## src/rtl/sp_ram_arb_pkg.sv

```systemverilog
`default_nettype none
// ============================================================================
//  Module   : sp_ram_arb_pkg
//  Purpose  : Shared types, constants and helpers for the two-master
//             single-port RAM arbiter.
//  Contents : NUM_MASTERS, mem_req_t (per-master request fields),
//             mem_rsp_t (per-master response fields), in_window() range
//             check helper.
//  Revision : 1.0 - initial release
// ============================================================================
package sp_ram_arb_pkg;

  localparam int NUM_MASTERS = 2;

  // Request fields presented by one master while req_i is high.
  typedef struct packed {
    logic [31:0] addr;
    logic        we;
    logic [3:0]  be;
    logic [31:0] wdata;
  } mem_req_t;

  // Response fields returned to one master the cycle after its grant.
  typedef struct packed {
    logic        rvalid;
    logic        err;
    logic [31:0] rdata;
  } mem_rsp_t;

  // Unsigned window test: base <= addr < limit. The 33-bit compare keeps a
  // window that ends exactly at 2**32 from wrapping to zero.
  function automatic logic in_window(
    input logic [31:0] addr,
    input logic [31:0] base,
    input logic [32:0] limit
  );
    return ({1'b0, addr} >= {1'b0, base}) && ({1'b0, addr} < limit);
  endfunction

endpackage : sp_ram_arb_pkg
`default_nettype wire

```

## src/rtl/sp_ram_arbiter_rr_arb2.sv

```systemverilog
`default_nettype none
// ============================================================================
//  Module   : rr_arb2
//  Purpose  : Two-way round-robin arbiter. A lone requester is granted
//             immediately; under contention the master that did not win
//             most recently is granted. The last winner is remembered in
//             last_q, which resets to 1 so master 0 wins first contention.
//  Ports    : clk       - clock, rising edge
//             rst_n     - asynchronous active-low reset
//             req_i     - per-master request
//             gnt_o     - one-hot grant (combinational, same cycle)
//             gnt_idx_o - index of the granted master (valid with gnt_any_o)
//             gnt_any_o - some master is granted this cycle
//  Revision : 1.0 - initial release
// ============================================================================
module rr_arb2 (
  input  logic       clk,
  input  logic       rst_n,
  input  logic [1:0] req_i,
  output logic [1:0] gnt_o,
  output logic       gnt_idx_o,
  output logic       gnt_any_o
);

  logic last_q;
  logic last_d;

  always_comb begin
    gnt_o     = 2'b00;
    gnt_idx_o = 1'b0;
    case (req_i)
      2'b01: begin
        gnt_o     = 2'b01;
        gnt_idx_o = 1'b0;
      end
      2'b10: begin
        gnt_o     = 2'b10;
        gnt_idx_o = 1'b1;
      end
      2'b11: begin
        // Contention: the previous winner yields.
        gnt_idx_o = ~last_q;
        gnt_o     = last_q ? 2'b01 : 2'b10;
      end
      default: begin
        gnt_o     = 2'b00;
        gnt_idx_o = 1'b0;
      end
    endcase
  end

  assign gnt_any_o = |req_i;
  assign last_d    = gnt_any_o ? gnt_idx_o : last_q;

  always_ff @(posedge clk or negedge rst_n) begin
    if (!rst_n) begin
      last_q <= 1'b1;
    end else begin
      last_q <= last_d;
    end
  end

endmodule : rr_arb2
`default_nettype wire

```

## src/rtl/sp_ram_arbiter.sv

```systemverilog
`default_nettype none
// ============================================================================
//  Module   : sp_ram_arbiter
//  Purpose  : Shares one single-port 32-bit byte-enabled synchronous RAM
//             (1-cycle read latency) between two req/gnt/rvalid masters.
//             Round-robin arbitration, byte-to-word address translation,
//             range checking and response routing to the granted master.
//  Ports    : clk, rst_n          - clock / asynchronous active-low reset
//             req_i[m]            - master m request
//             addr_i[m]           - byte address, bits [1:0] ignored
//             we_i[m], be_i[m]    - write enable / byte enables
//             wdata_i[m]          - write data
//             gnt_o[m]            - grant, combinational with req_i
//             rvalid_o[m]         - response valid, one cycle after grant
//             err_o[m]            - out-of-range flag, valid with rvalid_o
//             rdata_o[m]          - read data (0 for writes and errors)
//             ram_en_o, ram_we_o  - RAM enable / write enable
//             ram_addr_o          - RAM word address
//             ram_be_o, ram_wdata_o - RAM byte enables / write data
//             ram_rdata_i         - RAM read data, registered in the RAM
//  Revision : 1.0 - initial release
// ============================================================================
module sp_ram_arbiter #(
  parameter int          ADDR_WIDTH = 8,
  parameter int          NUM_WORDS  = 256,
  parameter logic [31:0] BASE_ADDR  = 32'h0010_0000
) (
  input  logic                  clk,
  input  logic                  rst_n,
  input  logic [1:0]            req_i,
  input  logic [1:0][31:0]      addr_i,
  input  logic [1:0]            we_i,
  input  logic [1:0][3:0]       be_i,
  input  logic [1:0][31:0]      wdata_i,
  output logic [1:0]            gnt_o,
  output logic [1:0]            rvalid_o,
  output logic [1:0]            err_o,
  output logic [1:0][31:0]      rdata_o,
  output logic                  ram_en_o,
  output logic [ADDR_WIDTH-1:0] ram_addr_o,
  output logic                  ram_we_o,
  output logic [3:0]            ram_be_o,
  output logic [31:0]           ram_wdata_o,
  input  logic [31:0]           ram_rdata_i
);

  import sp_ram_arb_pkg::*;

  // First byte address past the RAM window, kept at 33 bits so a window
  // touching the top of the address space does not wrap.
  localparam logic [32:0] c_limit = {1'b0, BASE_ADDR} + (33'(NUM_WORDS) * 33'd4);

  // --------------------------------------------------------------------------
  // Request gathering and arbitration
  // --------------------------------------------------------------------------
  mem_req_t w_req [NUM_MASTERS];

  for (genvar m = 0; m < NUM_MASTERS; m++) begin : g_req
    assign w_req[m] = '{
      addr:  addr_i[m],
      we:    we_i[m],
      be:    be_i[m],
      wdata: wdata_i[m]
    };
  end

  logic w_gnt_idx;
  logic w_gnt_any;

  rr_arb2 u_rr_arb2 (
    .clk       (clk),
    .rst_n     (rst_n),
    .req_i     (req_i),
    .gnt_o     (gnt_o),
    .gnt_idx_o (w_gnt_idx),
    .gnt_any_o (w_gnt_any)
  );

  // --------------------------------------------------------------------------
  // Winner decode, range check and RAM drive
  // --------------------------------------------------------------------------
  mem_req_t    w_win;
  logic [31:0] w_word_addr;
  logic [31:0] w_offset;
  logic        w_in_range;
  logic        w_access;

  assign w_win       = w_req[w_gnt_idx];
  assign w_word_addr = {w_win.addr[31:2], 2'b00};
  assign w_in_range  = in_window(w_word_addr, BASE_ADDR, c_limit);
  assign w_offset    = w_word_addr - BASE_ADDR;
  assign w_access    = w_gnt_any & w_in_range;

  assign ram_en_o    = w_access;
  assign ram_we_o    = w_access & w_win.we;
  assign ram_addr_o  = w_offset[ADDR_WIDTH+1:2];
  assign ram_be_o    = w_win.be;
  assign ram_wdata_o = w_win.wdata;

  // Byte-lane bits and offset bits beyond the RAM depth carry no information.
  logic w_unused;
  assign w_unused = ^{w_win.addr[1:0], w_offset[31:ADDR_WIDTH+2], w_offset[1:0]};

  // --------------------------------------------------------------------------
  // Response pipeline: one stage, aligned with the RAM read latency
  // --------------------------------------------------------------------------
  logic valid_q, valid_d;
  logic owner_q, owner_d;
  logic err_q,   err_d;
  logic rd_q,    rd_d;   // response should carry RAM read data

  always_comb begin
    valid_d = w_gnt_any;
    owner_d = w_gnt_idx;
    err_d   = w_gnt_any & ~w_in_range;
    rd_d    = w_access & ~w_win.we;
  end

  always_ff @(posedge clk or negedge rst_n) begin
    if (!rst_n) begin
      valid_q <= 1'b0;
      owner_q <= 1'b0;
      err_q   <= 1'b0;
      rd_q    <= 1'b0;
    end else begin
      valid_q <= valid_d;
      owner_q <= owner_d;
      err_q   <= err_d;
      rd_q    <= rd_d;
    end
  end

  mem_rsp_t w_rsp [NUM_MASTERS];

  for (genvar m = 0; m < NUM_MASTERS; m++) begin : g_rsp
    logic w_mine;
    assign w_mine   = valid_q && (owner_q == 1'(m));
    assign w_rsp[m] = '{
      rvalid: w_mine,
      err:    w_mine && err_q,
      rdata:  (w_mine && rd_q) ? ram_rdata_i : 32'h0
    };
    assign rvalid_o[m] = w_rsp[m].rvalid;
    assign err_o[m]    = w_rsp[m].err;
    assign rdata_o[m]  = w_rsp[m].rdata;
  end

endmodule : sp_ram_arbiter
`default_nettype wire
```

## config.mk

```make
export PLATFORM = sky130hd
export DESIGN_NAME = sp_ram_arbiter
export DESIGN_NICKNAME = d
export VERILOG_FILES = /design/src/rtl/sp_ram_arb_pkg.sv /design/src/rtl/sp_ram_arbiter_rr_arb2.sv /design/src/rtl/sp_ram_arbiter.sv
export SDC_FILE = /design/constraint.sdc
export NUM_CORES = 1
export LEC_CHECK = 0
export CAP_MARGIN = 20
export CORE_AREA = 2 2 113 115
export CTS_BUF_LIST = sky130_fd_sc_hd__clkbuf_2 sky130_fd_sc_hd__clkbuf_4 sky130_fd_sc_hd__clkbuf_8
export DETAILED_ROUTE_END_ITERATION = 16
export DIE_AREA = 0 0 115 117
export PLACE_DENSITY = 0.53
export SLEW_MARGIN = 20
export SYNTH_ARGS = -nofsm -noshare
export SYNTH_HDL_FRONTEND = slang
export SYNTH_SLANG_ARGS = --single-unit
export TNS_END_PERCENT = 10
```

## constraint.sdc

```tcl
create_clock -name clk -period 1.85 [get_ports clk]
set_input_delay 0.37 -clock clk [delete_from_list [all_inputs] [get_ports clk]]
set_output_delay 0.37 -clock clk [all_outputs]
set_load 0.005 [all_outputs]
```

==> impl_metrics.tcl <==
set metrics [dict create \
    end_kind "output port" \
    cts.sinks 5 \
    wire_per_inst_um 14.9 \
    synth_fp_nets 337 \
    place.gp.congestion 0.689 \
    die_w_um 115 \
    arrival_ns 1.82 \
    die-area_um2 13500 \
    initial_core_util_pct 10.9 \
    period_needed_ns 2.19 \
    die_h_um 117 \
    yosys_warnings 0 \
    rows 41 \
    core-area_um2 12300 \
    final_nets 646 \
    rr_startpoint "u_rr_arb2.last_q" \
    outcome "finished with violations" \
    routed-via-count 2483 \
    ys_seq_area_share_pct 9.40 \
    hold_class "input pin to asynchronous set/reset pin" \
    setup_viol 49 \
    cts_tree "done" \
    ctsHoldBuffers 0 \
    drc_errors 0 \
    ant_nets 0 \
    synth_area_um2 1350 \
    drt_iter0_drc 36 \
    dp_hpwl_um 8040 \
    ys_types 22 \
    required_ns 1.48 \
    hold_viol 0 \
    drt_pass1_iterations 4 \
    slew_viol_final 0 \
    grt_use_total_pct 12.4 \
    multi_input_area_um2 1210 \
    powerDensity_nw_per_um2 257 \
    clkLatencyLatePin_ns 0.22 \
    synth.avg_cell_area_um2 8.25 \
    cts-buffers-inserted 3 \
    root_buffer "clkbuf_8" \
    final_core_util_pct 37.8 \
    startpoint_type "flop" \
    grt_pass1_wl_um 13200 \
    drv_cap 0 \
    ff_latch_area_um2 126 \
    whs_ns 0.375 \
    cts_buffer_depth 2 \
    finClkSkew_ns 0.000577 \
    violations "negative setup slack" \
    grt_max_degree 35 \
    relSlewSlack_pct 83.9 \
    pin_count 290 \
    r2r_cells 8 \
    yosys_register_bits 5 \
    worst_pin_slew_ns 0.239 \
    htree_levels 1 \
    p_leak_nw 2.40 \
    routed_wl_um 9230 \
    ir_drop_uv 140 \
    critical_path_class "flop to output port" \
    port_buffers 285 \
    power_mw 1.20 \
    area_growth_pct 246 \
    antenna_cells 0 \
    grt_setup_unrepaired "yes" \
    grt_pass1_vias 2512 \
    r2r_slack_ns 0.01 \
    crit_fanout 3 \
    place_ws_ns -0.773 \
    via_per_inst 4.00 \
    overflow 0 \
    antenna_found_initial 0 \
    worst_slack_ns -0.343 \
    syn_inst 163 \
    fill_cells 1262 \
    drive_above_1_share_pct 30.1 \
    clk_pin_slew_ns 0.04 \
    reg2reg_to "rd_q" \
    fmax_mhz 456 \
    period_share_pct 119 \
    startpoint "u_rr_arb2.last_q" \
]
[area by class of cell]
class                           count  area share (%)
Timing Repair Buffer              320            66.2
Multi-Input combinational cell    141            26.0
Tap cell                          150            4.03
Sequential cell                     5            2.71
Clock buffer                        3           0.887
Clock inverter                      1           0.107
Inverter                            1          0.0806
[cells by family (layout without fill, tap and decap cells)]
family	Yosys count	in the layout	share of synthesized area, %
and+or+nand+nor	92	92	42.9
AOI/OAI and AO/OA	4	4	3.26
muxes	45	45	37.7
buffers and inverters	17	325	6.79
DFF	5	5	9.40
[cell usage in the layout, fill, tap and decap left out, types with 3 or more instances in the layout]
| master | count |
|---|---|
| mux2_2 | 41 |
| buf_12 | 5 |
| buf_2 | 16 |
| buf_4 | 20 |
| mux2_4 | 4 |
| clkdlybuf4s15_1 | 5 |
| nor4_2 | 7 |
| clkdlybuf4s50_1 | 158 |
| and3_1 | 33 |
| buf_6 | 24 |
| and2_1 | 35 |
| clkbuf_2 | 7 |
| dlygate4sd2_1 | 66 |
| dfrtp_1 | 4 |
| clkbuf_8 | 3 |
| dlymetal6s2s_1 | 15 |
| nor2_1 | 6 |
| clkdlybuf4s15_2 | 3 |
[cell usage after synthesis, drive strengths merged]
library cell | n | area [µm²]
nand3 | 1 | 10.0
mux2 | 45 | 507
dfrtp | 4 | 100
nor4 | 8 | 50.1
buf | 7 | 53.8
and2 | 35 | 219
nor2 | 6 | 22.5
clkbuf | 9 | 33.8
and3 | 35 | 219
nor4b | 2 | 17.5
nand4 | 2 | 12.5
nand3b | 1 | 7.51
inv | 1 | 3.75
a21boi | 2 | 26.3
o22ai | 1 | 12.5
nor3b | 1 | 12.5
dfstp | 1 | 26.3
a21oi | 1 | 5.00
nor2b | 1 | 6.26
[power by group]
part	switching [mW]	internal (mW)
registers	0.00823	0.120
clock network	0.0519	0.144
logic	0.250	0.624
[worst max path at each step]
stage             endpoint  slack (ns)  depth (start not counted)
5_1_grt           ram_we_o       -0.40                          9
3_5_place_dp      ram_we_o       -0.77                          7
2_1_floorplan  ram_be_o[0]        0.27                          4
6_report          ram_we_o       -0.34                          7
3_3_place_gp      ram_we_o       -0.80                          7
4_1_cts           ram_we_o       -0.42                          8
[what timing repair did]
item / CTS / global route
pin swaps: 5 / 12
gates cloned: 1 / 0
setup endpoints to repair: 114 / 52
resized for setup: 246 / 43
setup buffers: 9 / 5
[worst max-delay path: stages (launching register included)]
cell and delay (ns):
dfstp_2 0.57, a21boi_4 0.09, buf_12 0.14, buf_6 0.12
buf_4 0.13, mux2_4 0.30, and3_4 0.15, buf_6 0.11
[stage by stage]
stage / TNS (ns) / cells / instance area, µm²
2_1_floorplan: 0 / 163 / 1350
4_1_cts: -10.69 / 619 / 4550
6_report: -8.45 / 621 / 4660
5_1_grt: -11.32 / 621 / 4660
3_3_place_gp: -33.35 / 605 / 4520
3_5_place_dp: -33.89 / 605 / 4520
[per-layer routing]
| layer | track usage [%] | routed length (µm) | vias to the layer above |
|---|---|---|---|
| met1 | 12.6 | 3000 | 1105 |
| met2 | 24.3 | 4950 | 166 |
| li1 | - | - | 1204 |
| met3 | 4.12 | 1160 | 8 |
| met4 | 3.05 | 116 | 0 |
| met5 | 0 | 0 | - |
[registers in the layout (all words and copies together), names as in the netlist]
register / cells
err_q: 1
owner_q: 1
rd_q: 1
u_rr_arb2.last_q: 1
valid_q: 1
(Power assumes the default switching activity.)
